**src/rtl/sample_serializer.sv**
```systemverilog
// Parallel-to-serial front end: accepts a frame of CHANNELS samples over
// valid/ready and shifts it out one bit per clock, channel 0 first, with
// frame/word strobes, a channel index and an optional inter-frame gap.
module sample_serializer #(
    parameter int unsigned WIDTH     = 12,
    parameter int unsigned CHANNELS  = 1,
    parameter bit          MSB_FIRST = 1'b1,
    parameter int unsigned IDLE_BITS = 0,
    localparam int unsigned CH_W     = (CHANNELS > 1) ? $clog2(CHANNELS) : 1
) (
    input  logic                      clk,
    input  logic                      rst_n,
    input  logic                      s_valid,
    output logic                      s_ready,
    input  logic [CHANNELS*WIDTH-1:0] s_data,
    output logic                      sdata,
    output logic                      sframe,
    output logic                      sword,
    output logic [CH_W-1:0]           schan,
    output logic                      sbusy
);

    localparam int unsigned FRAME_W = CHANNELS * WIDTH;
    localparam int unsigned BIT_W   = (WIDTH > 1) ? $clog2(WIDTH) : 1;
    localparam int unsigned GAP_W   = (IDLE_BITS > 1) ? $clog2(IDLE_BITS) : 1;
    localparam int unsigned POS_W   = (FRAME_W > 1) ? $clog2(FRAME_W) : 1;

    typedef enum logic [1:0] {
        ST_IDLE  = 2'd0,
        ST_SHIFT = 2'd1,
        ST_GAP   = 2'd2
    } state_e;

    state_e             state_q, state_d;
    logic [BIT_W-1:0]   bit_q, bit_d;
    logic [CH_W-1:0]    chan_q, chan_d;
    logic [GAP_W-1:0]   gap_q, gap_d;
    logic [FRAME_W-1:0] shreg_q, shreg_d;
    logic               sdata_q, sdata_d;
    logic               sframe_q, sframe_d;
    logic               sword_q, sword_d;
    logic [CH_W-1:0]    schan_q, schan_d;
    logic               sbusy_q, sbusy_d;

    logic last_bit;
    logic last_chan;
    logic last_gap;
    logic accept;

    // Selects bit b (in transmit order) of channel c from a captured frame.
    function automatic logic pick_bit(input logic [FRAME_W-1:0] frame,
                                      input logic [CH_W-1:0]    c,
                                      input logic [BIT_W-1:0]   b);
        logic [BIT_W-1:0] bi;
        logic [POS_W-1:0] pos;
        bi  = MSB_FIRST ? (BIT_W'(WIDTH - 1) - b) : b;
        pos = POS_W'(c) * POS_W'(WIDTH) + POS_W'(bi);
        return frame[pos];
    endfunction

    assign last_bit  = (bit_q == BIT_W'(WIDTH - 1));
    assign last_chan = (chan_q == CH_W'(CHANNELS - 1));
    assign last_gap  = (gap_q == GAP_W'(IDLE_BITS - 1));

    // Ready whenever the next clock would otherwise leave the frame slot empty.
    always_comb begin
        s_ready = 1'b0;
        case (state_q)
            ST_IDLE:  s_ready = 1'b1;
            ST_SHIFT: s_ready = last_bit && last_chan && (IDLE_BITS == 0);
            ST_GAP:   s_ready = last_gap;
            default:  s_ready = 1'b0;
        endcase
    end

    assign accept = s_valid && s_ready;

    // Next-state and next-output logic; an accept overrides the end-of-frame path.
    always_comb begin
        state_d  = state_q;
        bit_d    = bit_q;
        chan_d   = chan_q;
        gap_d    = gap_q;
        shreg_d  = shreg_q;
        sdata_d  = 1'b0;
        sframe_d = 1'b0;
        sword_d  = 1'b0;
        schan_d  = '0;
        sbusy_d  = 1'b0;

        case (state_q)
            ST_IDLE: begin
                state_d = ST_IDLE;
            end
            ST_SHIFT: begin
                if (!(last_bit && last_chan)) begin
                    if (last_bit) begin
                        bit_d  = '0;
                        chan_d = chan_q + CH_W'(1);
                    end else begin
                        bit_d = bit_q + BIT_W'(1);
                    end
                    sdata_d = pick_bit(shreg_q, chan_d, bit_d);
                    sword_d = last_bit;
                    schan_d = chan_d;
                    sbusy_d = 1'b1;
                end else if (IDLE_BITS > 0) begin
                    state_d = ST_GAP;
                    gap_d   = '0;
                    sbusy_d = 1'b1;
                end else begin
                    state_d = ST_IDLE;
                end
            end
            ST_GAP: begin
                if (last_gap) begin
                    state_d = ST_IDLE;
                end else begin
                    gap_d   = gap_q + GAP_W'(1);
                    sbusy_d = 1'b1;
                end
            end
            default: begin
                state_d = ST_IDLE;
            end
        endcase

        if (accept) begin
            state_d  = ST_SHIFT;
            bit_d    = '0;
            chan_d   = '0;
            shreg_d  = s_data;
            sdata_d  = pick_bit(s_data, '0, '0);
            sframe_d = 1'b1;
            sword_d  = 1'b1;
            schan_d  = '0;
            sbusy_d  = 1'b1;
        end
    end

    // State, counters, frame capture and registered outputs.
    always_ff @(posedge clk) begin
        if (!rst_n) begin
            state_q  <= ST_IDLE;
            bit_q    <= '0;
            chan_q   <= '0;
            gap_q    <= '0;
            shreg_q  <= '0;
            sdata_q  <= 1'b0;
            sframe_q <= 1'b0;
            sword_q  <= 1'b0;
            schan_q  <= '0;
            sbusy_q  <= 1'b0;
        end else begin
            state_q  <= state_d;
            bit_q    <= bit_d;
            chan_q   <= chan_d;
            gap_q    <= gap_d;
            shreg_q  <= shreg_d;
            sdata_q  <= sdata_d;
            sframe_q <= sframe_d;
            sword_q  <= sword_d;
            schan_q  <= schan_d;
            sbusy_q  <= sbusy_d;
        end
    end

    assign sdata  = sdata_q;
    assign sframe = sframe_q;
    assign sword  = sword_q;
    assign schan  = schan_q;
    assign sbusy  = sbusy_q;

endmodule

```
**config.mk**
```make
export PLATFORM = sky130hd
export DESIGN_NAME = sample_serializer
export DESIGN_NICKNAME = d
export VERILOG_FILES = /design/src/rtl/sample_serializer.sv
export SDC_FILE = /design/constraint.sdc
export NUM_CORES = 1
export LEC_CHECK = 0
export BUFFER_PORTS_ARGS = -buffer_cell sky130_fd_sc_hd__buf_4
export CORE_UTILIZATION = 40
export DETAILED_ROUTE_END_ITERATION = 8
export PLACE_DENSITY_LB_ADDON = 0.25
export SLEW_MARGIN = 20
export SYNTH_ARGS = -nofsm -noshare
export SYNTH_HDL_FRONTEND = slang
export SYNTH_SLANG_ARGS = --single-unit
```
**constraint.sdc**
```tcl
create_clock -name clk -period 1.9 [get_ports clk]
set_input_delay 0.38 -clock clk [delete_from_list [all_inputs] [get_ports clk]]
set_output_delay 0.38 -clock clk [all_outputs]
set_load 0.05 [all_outputs]
```
==> results of run 1 <==
stage by stage:
stage | total power, W | setup TNS (ns) | cells | util, %
final | 0.000964 | -0.181 | 158 | 61.6
after global routing | 0.00101 | -0.626 | 158 | 61.6
after CTS | 0.000934 | -0.0887 | 151 | 56.3
after detailed placement | 0.000701 | 0 | 143 | 53.4
after global placement | 0.000696 | 0 | 143 | 53.4
after floorplan | 0.000653 | -0.563 | 98 | -
cells in the final DEF (no fill, tap or decap), types with 2 or more instances in the layout:
| cell type | count |
|---|---|
| a211o_1 | 2 |
| a22o_1 | 11 |
| xnor2_2 | 2 |
| o21ai_0 | 4 |
| o21a_1 | 3 |
| nor3_1 | 2 |
| buf_4 | 29 |
| a21oi_1 | 3 |
| clkbuf_4 | 3 |
| buf_8 | 2 |
| inv_1 | 3 |
| ha_4 | 2 |
| dfxtp_1 | 21 |
| dfxtp_2 | 2 |
| nor2_1 | 5 |
| nand2_1 | 7 |
| a211oi_1 | 2 |
routing by layer:
metal / global-route usage [%] / vias up / share of wire, %
met5: 0 / - / 0
met3: 6.09 / 4 / 3.2
li1: - / 426 / -
met2: 28.1 / 15 / 49
met1: 21.3 / 396 / 46
met4: 7.89 / 0 / 2.2
critical path: stages, from the launching register on:
cell     delay, ns
dfxtp_2       0.36
ha_4          0.15
and3b_2       0.22
ha_4          0.15
nor2b_1       0.12
buf_4         0.16
inv_8         0.04
buf_8         0.14
cell families (layout without fill, tap and decap cells):
group           Yosys count  count (layout)  share of synthesized area, %
fa+ha+maj                 4               4                          4.90
flops                    23              23                          45.1
xor+xnor                  2               2                          1.72
simple gates             25              26                          14.3
buf+inv                  10              41                          5.51
compound gates           31              31                          22.7
mux                       3               3                          5.76
report_power, final:
part | switching (W) | total [W] | internal (W)
Combinational | 0.000102 | 0.000209 | 0.000107
Clock | 0.000152 | 0.000232 | 0.0000791
Sequential | 0.0000146 | 0.000524 | 0.000509
Total | 0.000269 | 0.000964 | 0.000695
registers in the layout (all words and copies together) (netlist names):
| register | flops |
|---|---|
| chan_q | 1 |
| sdata | 1 |
| sbusy | 1 |
| shreg_q | 12 |
| bit_q | 4 |
| state_q | 1 |
| schan | 1 |
| sword | 1 |
| sframe | 1 |
Yosys cell counts:
cell type  number  area [um^2]
dfxtp_1        23          460
a22o_1         11         96.3
nand2_1         7         26.3
nor2_1          5         18.8
o21ai_0         5         25.0
a21oi_1         4         20.0
ha_1            4         50.1
buf_2           3         15.0
inv_1           3         11.3
o21a_1          3         22.5
a211o_1         2         17.5
a211oi_1        2         15.0
and2_1          2         12.5
buf_6           2         22.5
nor3_1          2         10.0
xnor2_1         2         17.5
a31o_2          1         8.76
a32oi_1         1         8.76
and2_2          1         7.51
and3_1          1         6.26
and3b_1         1         8.76
and4b_1         1         10.0
clkbuf_1        1         3.75
inv_2           1         3.75
mux2i_1         1         10.0
mux4_1          1         26.3
mux4_2          1         22.5
nand3_1         1         5.00
nand3b_1        1         7.51
nor2_8          1         20.0
nor2b_1         1         6.26
nor3b_1         1         7.51
o31a_2          1         10.0
o31ai_1         1         7.51
repair_timing:
| item | in CTS | in global routing |
|---|---|---|
| buffers inserted | 4 | 5 |
| cloned | 0 | 2 |
| setup endpoints to repair | 1 | 16 |
| pin swaps | 2 | 4 |
| hold buffers | 0 | 0 |
| gates resized for setup | 3 | 12 |
final cells by class:
cell class | count | area [um^2]
clock buffers | 3 | 22.5
clock inverters | 1 | 5.00
fillers | 192 | 891
inverters | 4 | 22.5
multi-input cells | 66 | 596
flip-flops and latches | 23 | 463
well taps | 28 | 35.0
repair buffers | 33 | 284
worst max-delay path by stage:
| stage | startpoint | to | slack (ns) | cells past startpoint |
|---|---|---|---|---|
| after floorplan | bit_q[1]$_SDFFE_PP0P_ | sword$_SDFF_PN0_ | -0.07 | 11 |
| after global placement | bit_q[1]$_SDFFE_PP0P_ | sdata$_SDFF_PN0_ | 0.1 | 7 |
| after detailed placement | bit_q[1]$_SDFFE_PP0P_ | sdata$_SDFF_PN0_ | 0.07 | 8 |
| after CTS | bit_q[0]$_SDFFE_PP0P_ | s_ready | -0.09 | 7 |
| after global routing | bit_q[0]$_SDFFE_PP0P_ | s_ready | -0.21 | 7 |
| final | bit_q[0]$_SDFFE_PP0P_ | s_ready | -0.14 | 7 |
==> results by group, run 1 <==
Route
  – TritonRoute pass-1 iters: 4
  – DR vias: 841
  – Initial drt markers: 12
  – Per-cell routed wire length: 14.9 um
  – Routed vias/inst: 5.32
  – Post-route ant nets: 0
  – Routed Wire Length: 2.36 mm
  – DRC viols: 0

Placement
  – Final GP Congestion: 0.738
  – Port buffer count: 20
  – Placed Area: 1240 um^2
  – HPWL Detailed: 1.44 mm
  – Pre-CTS setup slack: 0.0701 ns

Die
  – Initial Util: 44.0%
  – IO Pins: 21
  – Die Ht: 52.5 um
  – Die X-Extent: 52.5 um
  – Die outline area: 2760 um^2
  – Core area: 2320 um^2
  – FP Rows: 17

Timing
  – Final hold vios: 0
  – Max Slew Vio Count: 0
  – RSZ-0062 raised after global routing: yes
  – Tcrit/Tclk final: 107%
  – Minimum clock period: 2.04 ns
  – Least-Margin Pin Slew: 0.231 ns
  – Final setup fails: 2
  – Layout Skew: 0.00319 ns
  – Maximum clock frequency: 491 MHz
  – Rel. slew slack: 84.5%
  – Hold WS: 0.249 ns
  – PnR worst setup slack: -0.138 ns

Clock network
  – CTS tree: yes
  – CTS Sinks: 23
  – Root buf cell: clkbuf_4
  – Clock buffer depth: 2
  – # H-tree levels: 1
  – Num CTS Buffers: 3
  – Worst-skew pair later-pin latency: 0.32 ns
  – Worst-path clk slew: 0.13 ns

Hold path
  – Hold_sp: s_data[6]
  – Hold depth: 2
  – Worst Hold Path EP: shreg_q[6]$_SDFFE_PN0P_
  – Min-delay worst type: in2reg

Synthesis
  – Synth warnings: 0
  – Synthesized instance count: 98
  – Post-synthesis sequential area ratio: 45.1%
  – Avg Cell Area, Syn: 10.4 um^2
  – Post-Syn Area: 1020 um^2
  – Count of cell types in the netlist: 34
  – Syn nets: 117
  – Synth Register Bits: 23

Setup path
  – Max FO, Critical Path: 3
  – Arr. time, crit path: 1.66 ns
  – Crit path kind: reg2out
  – R2R Setup Slk: -0.04 ns
  – Register-to-Register Path Depth: 8
  – CP Data Required Time: 1.52 ns
  – Critical Path Start Type: flip-flop
  – Worst R2R End: sdata$_SDFF_PN0_
  – FF-to-FF Start: bit_q[0]$_SDFFE_PP0P_
  – Endpoint type of the worst setup path: primary output

Power
  – Max rail drop VDD: 0.000508 V
  – Static Leak: 0.629 nW
  – Cell area power density: 675 nW/um^2

Global route
  – GRT overflow: 0
  – Vias in the first global route: 731
  – Initial antenna violation count: 0
  – Total Routing Usage GR: 17.6%
  – Pin count of the biggest net entering global routing: 16
  – Global-route wire length before repair: 3.37 mm

Cells and area
  – # diodes: 0
  – Area added between synthesis and finish: 39.8%
  – Layout cells sized above 1: 45.4%
  – Fin nets: 150
  – Final instance area: 1430 um^2

Run status
  – Status: finished, violations left
  – Failing checks: negative setup slack

Flow run
  – Maxcap violations: 0
No activity file was read; power rests on OpenSTA's default activity.
==> inputs of run 2 (changes only) <==
--- a/config.mk
+++ b/config.mk
@@ -8,6 +8,7 @@
 export BUFFER_PORTS_ARGS = -buffer_cell sky130_fd_sc_hd__buf_4
 export CORE_UTILIZATION = 40
 export DETAILED_ROUTE_END_ITERATION = 8
+export MAX_ROUTING_LAYER = met4
 export PLACE_DENSITY_LB_ADDON = 0.25
 export SLEW_MARGIN = 20
 export SYNTH_ARGS = -nofsm -noshare
==> run 2 against run 1 <==
  * The flow still finishes with violations (negative setup slack)
  * Critical endpoint unchanged
  * Wire length grew 0.51%
  * Count of clock-buffer cells in the layout did not move
  * Largest cell class unchanged
  * Worst setup slack worse by 0.00077 ns
  * Highest routed layer unchanged
==> results by group, run 2 (synthesis results as in run 1) <==
Run status
  – Status: finished, violations left
  – Failing checks: negative setup slack

Timing
  – RSZ-0062 raised after global routing: yes
  – Final setup fails: 2 (unchanged)
  – Least-Margin Pin Slew: 0.235 ns (+0.00344 ns)
  – Layout Skew: 0.00313 ns (-0.0000593 ns)
  – Rel. slew slack: 84.3% (-0.23 points)
  – Tcrit/Tclk final: 107% (about the same)
  – PnR worst setup slack: -0.139 ns (-0.000768 ns)
  – TNS Setup: -0.183 ns (-0.00244 ns)
  – Max Slew Vio Count: 0 (unchanged)
  – Maximum clock frequency: 490 MHz (about the same)
  – Minimum clock period: 2.04 ns (+0.000768 ns)
  – Final hold vios: 0 (unchanged)

Die
  – Die X-Extent: 52.5 um (unchanged)
  – IO Pins: 21 (unchanged)
  – Die Ht: 52.5 um (unchanged)
  – FP Rows: 17 (unchanged)
  – Initial Util: 44.0% (unchanged)
  – Core area: 2320 um^2 (unchanged)
  – Die outline area: 2760 um^2 (unchanged)

Clock network
  – Worst-skew pair later-pin latency: 0.32 ns (about the same)
  – Clock buffer depth: 2 (unchanged)
  – Num CTS Buffers: 3 (unchanged)
  – CTS Sinks: 23 (unchanged)
  – CTS tree: yes
  – Hold buffer count at CTS: 0 (unchanged)
  – Worst-path clk slew: 0.13 ns (about the same)
  – # H-tree levels: 1 (unchanged)
  – Root buf cell: clkbuf_4

Global route
  – Initial antenna violation count: 0 (unchanged)
  – Vias in the first global route: 730 (-0.14%)
  – GRT overflow: 0 (unchanged)
  – Pin count of the biggest net entering global routing: 16 (unchanged)
  – Global-route wire length before repair: 3.36 mm (-0.41%)
  – Total Routing Usage GR: 18.0% (+0.40 points)

Setup path
  – Crit path kind: reg2out
  – CP Data Required Time: 1.52 ns (about the same)
  – Critical Path Start Type: flip-flop
  – Arr. time, crit path: 1.66 ns (about the same)
  – FF-to-FF Start: bit_q[0]$_SDFFE_PP0P_
  – R2R Setup Slk: -0.04 ns (about the same)
  – Critical Path End: s_ready
  – CP startpoint: bit_q[0]$_SDFFE_PP0P_
  – Endpoint type of the worst setup path: primary output
  – Register-to-Register Path Depth: 8 (unchanged)
  – Max FO, Critical Path: 3 (unchanged)
  – Worst R2R End: sdata$_SDFF_PN0_

Cells and area
  – Commonest non-fill, non-tap cell in the layout: buf_4
  – # diodes: 0 (unchanged)
  – Layout cells sized above 1: 45.4% (unchanged)
  – Max reg flops: 12 (unchanged)
  – Fin nets: 150 (unchanged)
  – Most frequent cells in the layout: 29 x buf_4, 21 x dfxtp_1, 11 x a22o_1
  – Final instance area: 1430 um^2 (unchanged)
  – Largest registers: shreg_q: 12 flops, bit_q: 4 flops
  – Most flops, register: shreg_q
  – Area added between synthesis and finish: 39.8% (unchanged)
  – # fillers: 192 (unchanged)

Placement
  – HPWL Detailed: 1.44 mm (unchanged)
  – Port buffer count: 20 (unchanged)
  – Final GP Congestion: 0.747 (+1.2%)
  – Placed Area: 1240 um^2 (unchanged)

Hold path
  – Hold_sp: s_data[6]
  – Min-delay worst type: in2reg

Power
  – Static Leak: 0.629 nW (unchanged)
  – Max rail drop VDD: 0.000511 V (+0.70%)
  – Cell area power density: 676 nW/um^2 (+0.15%)

Route
  – Initial drt markers: 6 (-6)
  – TritonRoute pass-1 iters: 4 (unchanged)
  – Post-route ant nets: 0 (unchanged)
  – Routed Wire Length: 2.37 mm (+0.51%)
  – DR vias: 849 (+0.95%)
  – DRC viols: 0 (unchanged)
  – Routed vias/inst: 5.37 (+0.95%)
  – Per-cell routed wire length: 15.0 um (+0.51%)

Flow run
  – Maxcap violations: 0 (unchanged)
[run 2: worst min path at each step]
stage | endpoint | slack, ns | cells past startpoint
after global placement | shreg_q[1]$_SDFFE_PN0P_ | 0.45 | 1
after global routing | shreg_q[5]$_SDFFE_PN0P_ | 0.23 | 2
after CTS | shreg_q[5]$_SDFFE_PN0P_ | 0.25 | 2
after detailed placement | shreg_q[1]$_SDFFE_PN0P_ | 0.46 | 1
after floorplan | shreg_q[1]$_SDFFE_PN0P_ | 0.44 | 1
final | shreg_q[6]$_SDFFE_PN0P_ | 0.25 | 2
[run 2: area by class of cell]
| type | count | area (um^2) | share of cell area (%) |
|---|---|---|---|
| Timing Repair Buffer | 33 | 284 | 19.9 |
| Clock inverter | 1 | 5.00 | 0.351 |
| Tap cell | 28 | 35.0 | 2.45 |
| Sequential cell | 23 | 463 | 32.4 |
| Inverter | 4 | 22.5 | 1.58 |
| Clock buffer | 3 | 22.5 | 1.58 |
| Multi-Input combinational cell | 66 | 596 | 41.7 |
[run 2: metrics by stage]
step	power (W)	util (%)	worst slack (ns)	hold WS, ns	instances
2_1_floorplan	0.000653	-	-0.0744	0.440	98
6_report	0.000965	61.6	-0.139	0.249	158
4_1_cts	0.000934	56.3	-0.0887	0.249	151
3_5_place_dp	0.000701	53.4	0.0701	0.460	143
3_3_place_gp	0.000696	53.4	0.0963	0.453	143
5_1_grt	0.00101	61.6	-0.210	0.230	158
[run 2: what timing repair did]
| action | in CTS | in global routing |
|---|---|---|
| resized for setup | 3 | 12 |
| cloned | 0 | 2 |
| endpoints found under the setup margin | 1 | 16 |
| pin swaps | 2 | 4 |
| setup buffers | 4 | 5 |
[run 2: critical path, cell delays in order (launching register included)]
cell and delay (ns):
dfxtp_2 0.36, ha_4 0.15, and3b_2 0.22, ha_4 0.15, nor2b_1 0.12, buf_4 0.16
inv_8 0.04, buf_8 0.14
[run 2: layer usage]
metal  share of wire [%]  vias to the layer above  GRT usage [%]
li1                    -                      427              -
met1                  46                      403           21.1
met2                  49                       15           28.1
met3                 3.1                        4           6.09
met4                 2.2                        0           7.89
met5                   0                        -              -
[run 2: report_power, final]
part / switching [W] / internal (W) / total [W]
clock network: 0.000154 / 0.0000791 / 0.000233
logic: 0.000102 / 0.000107 / 0.000209
registers: 0.0000146 / 0.000509 / 0.000524
total: 0.000271 / 0.000695 / 0.000965
==> inputs of run 3 (changes only) <==
--- a/config.mk
+++ b/config.mk
@@ -10,6 +10,7 @@
 export DETAILED_ROUTE_END_ITERATION = 8
 export MAX_ROUTING_LAYER = met4
 export PLACE_DENSITY_LB_ADDON = 0.25
+export SETUP_SLACK_MARGIN = 0.3
 export SLEW_MARGIN = 20
 export SYNTH_ARGS = -nofsm -noshare
 export SYNTH_HDL_FRONTEND = slang
==> run 3 against run 2 <==
  * The run still ends with negative setup slack left
  * Combinational power up 11%
  * Power up 2.5%
  * First-iteration DRC count up 33%
==> results by group, run 3 (synthesis results as in run 1) <==
Cells and area
  – Largest registers: shreg_q: 12 flops, bit_q: 4 flops
  – Final instance area: 1530 um^2 (+6.8%)
  – Most frequent cells in the layout: 31 x buf_4, 21 x dfxtp_1, 11 x a22o_1
  – Area added between synthesis and finish: 49.4%
  – # diodes: 0 (unchanged)
  – Commonest non-fill, non-tap cell in the layout: buf_4
  – Layout cells sized above 1: 53.0% (+7.6 points)
  – Max reg flops: 12 (unchanged)
  – Fin nets: 154 (+2.7%)
  – # fillers: 177 (-7.8%)
  – Post-route insts no fill: 162 (+2.5%)
  – Most flops, register: shreg_q

Clock network
  – Worst-skew pair later-pin latency: 0.32 ns (about the same)
  – CTS tree: yes
  – Hold buffer count at CTS: 0 (unchanged)
  – Root buf cell: clkbuf_4
  – CTS Sinks: 23 (unchanged)
  – # H-tree levels: 1 (unchanged)
  – Worst-path clk slew: 0.13 ns (about the same)
  – Clock buffer depth: 2 (unchanged)
  – Num CTS Buffers: 3 (unchanged)

Placement
  – Pre-CTS setup slack: 0.0326 ns (-0.0375 ns)
  – Placed Area: 1240 um^2 (+0.20%)
  – Port buffer count: 20 (unchanged)
  – HPWL Detailed: 1.38 mm (-4.2%)
  – Final GP Congestion: 0.788 (+5.4%)
  – DP Cell Count: 143 (unchanged)

Setup path
  – CP Data Required Time: 1.52 ns (about the same)
  – Crit path kind: reg2out
  – Max FO, Critical Path: 2 (-1)
  – Slowest CP cell: dfxtp_4
  – Critical path's top delay family: flip-flops
  – Critical Path Start Type: flip-flop
  – Max incr delay on CP: 0.37 ns (about the same)
  – Most used cell, CP: ha_4
  – Endpoint type of the worst setup path: primary output
  – Arr. time, crit path: 1.62 ns (-0.04 ns)
  – Critical path buffer and inverter count: 3 (unchanged)
  – CP cell instances: ha_4, and3b_2, ha_4, nor2b_4, buf_6, inv_8, buf_8

Route
  – DRC viols: 0 (unchanged)
  – Per-cell routed wire length: 14.6 um (-2.9%)
  – Routed vias/inst: 5.37 (about the same)
  – Routed Wire Length: 2.36 mm (-0.42%)
  – Initial drt markers: 8 (+2)
  – Post-route ant nets: 0 (unchanged)
  – TritonRoute pass-1 iters: 3 (-1)
  – DR vias: 870 (+2.5%)

Timing
  – RSZ-0062 raised after global routing: yes
  – Final hold vios: 0 (unchanged)
  – Final setup fails: 13 (+11)
  – Max Slew Vio Count: 0 (unchanged)
  – Layout Skew: 0.00283 ns (-0.000294 ns)
  – PnR worst setup slack: -0.0990 ns (+0.0402 ns)
  – TNS Setup: -0.546 ns (-0.362 ns)
  – Least-Margin Pin Slew: 0.300 ns (+0.0648 ns)
  – Tcrit/Tclk final: 105% (-2.1 points)
  – Maximum clock frequency: 500 MHz (+2.0%)
  – Rel. slew slack: 79.9% (-4.4 points)
  – Minimum clock period: 2.00 ns (-0.0402 ns)

Global route
  – GR peak layer: met2
  – Grt met1 use: 22.6% (+1.5 points)
  – Initial antenna violation count: 0 (unchanged)
  – Total Routing Usage GR: 19.5% (+1.4 points)
  – Vias in the first global route: 802 (+9.9%)
  – GRT overflow: 0 (unchanged)
  – Pin count of the biggest net entering global routing: 15 (-1)
  – Met3 usage: 5.51% (-0.58 points)
  – Global-route wire length before repair: 3.68 mm (+9.6%)
  – Grt met2 use: 31.4% (+3.4 points)

Power
  – Cell area power density: 649 nW/um^2 (-4.0%)
  – Max rail drop VDD: 0.000422 V (-18%)
  – Static Leak: 0.664 nW (+5.6%)

Die
  – Die X-Extent: 52.5 um (unchanged)
  – Die Ht: 52.5 um (unchanged)
  – FP Rows: 17 (unchanged)
  – Die outline area: 2760 um^2 (unchanged)
  – Initial Util: 44.0% (unchanged)
  – IO Pins: 21 (unchanged)
  – Core area: 2320 um^2 (unchanged)

Run status
  – Status: finished, violations left
  – Failing checks: negative setup slack

Flow run
  – Maxcap violations: 0 (unchanged)

Hold path
  – Min-delay worst type: in2reg
-- run 3: cell count changes in the layout (fill, tap and decap cells not counted), moves of 2 or more --
cell / delta
a21oi_1: -2
buf_4: +2
a21oi_2: +2
a211oi_2: +2
nor2_1: -2
nand2_1: -3
buf_6: +5
o21ai_1: +3
o21ai_0: -2
nand2_4: +2
a211oi_1: -2
-- run 3: path summary, 6_finish.rpt --
kind                                start                 endpoint  slack [ns]  cells after the start
setup / recovery    bit_q[1]$_SDFFE_PP0P_                  s_ready        -0.1                      7
setup reg to reg    bit_q[1]$_SDFFE_PP0P_  shreg_q[0]$_SDFFE_PN0P_       -0.05                     10
hold reg to reg   shreg_q[8]$_SDFFE_PN0P_  shreg_q[8]$_SDFFE_PN0P_        0.49                      2
hold / removal                  s_data[7]  shreg_q[7]$_SDFFE_PN0P_        0.25                      2
-- run 3: what timing repair did --
item                                    in CTS  in global routing
gates resized for setup                     12                 22
endpoints found under the setup margin      20                 22
pin swaps                                    5                  6
hold endpoints to repair                     0                  0
buffers inserted                             9                  6
-- run 3: final cells by class --
| type | instances | area [um^2] | share of cell area [%] |
|---|---|---|---|
| Inverter | 4 | 22.5 | 1.48 |
| Sequential cell | 23 | 465 | 30.5 |
| Timing Repair Buffer | 38 | 315 | 20.7 |
| Clock inverter | 1 | 7.51 | 0.492 |
| Clock buffer | 3 | 22.5 | 1.48 |
| Multi-Input combinational cell | 65 | 657 | 43.1 |
| Tap cell | 28 | 35.0 | 2.30 |
-- run 3: stage by stage --
step | total power (W) | utilization (%) | hold WS [ns]
finish | 0.000990 | 65.8 | 0.255
global route | 0.00104 | 65.8 | 0.237
CTS | 0.000955 | 59.6 | 0.245
detailed placement | 0.000701 | 53.5 | 0.460
global placement | 0.000699 | 53.5 | 0.465
floorplan | 0.000654 | - | 0.438
-- run 3: report_power, final --
part / leakage [nW] / switching [W] / internal, W / total (W)
clock network: 0.0139 / 0.000155 / 0.0000805 / 0.000236
logic: 0.461 / 0.000112 / 0.000118 / 0.000231
registers: 0.190 / 0.0000157 / 0.000508 / 0.000524
total: 0.664 / 0.000283 / 0.000707 / 0.000990
-- run 3: per-layer routing --
metal	vias up	wire length, um
li1	436	-
met2	19	1150
met3	6	94
met1	409	1060
met5	-	0
met4	0	56
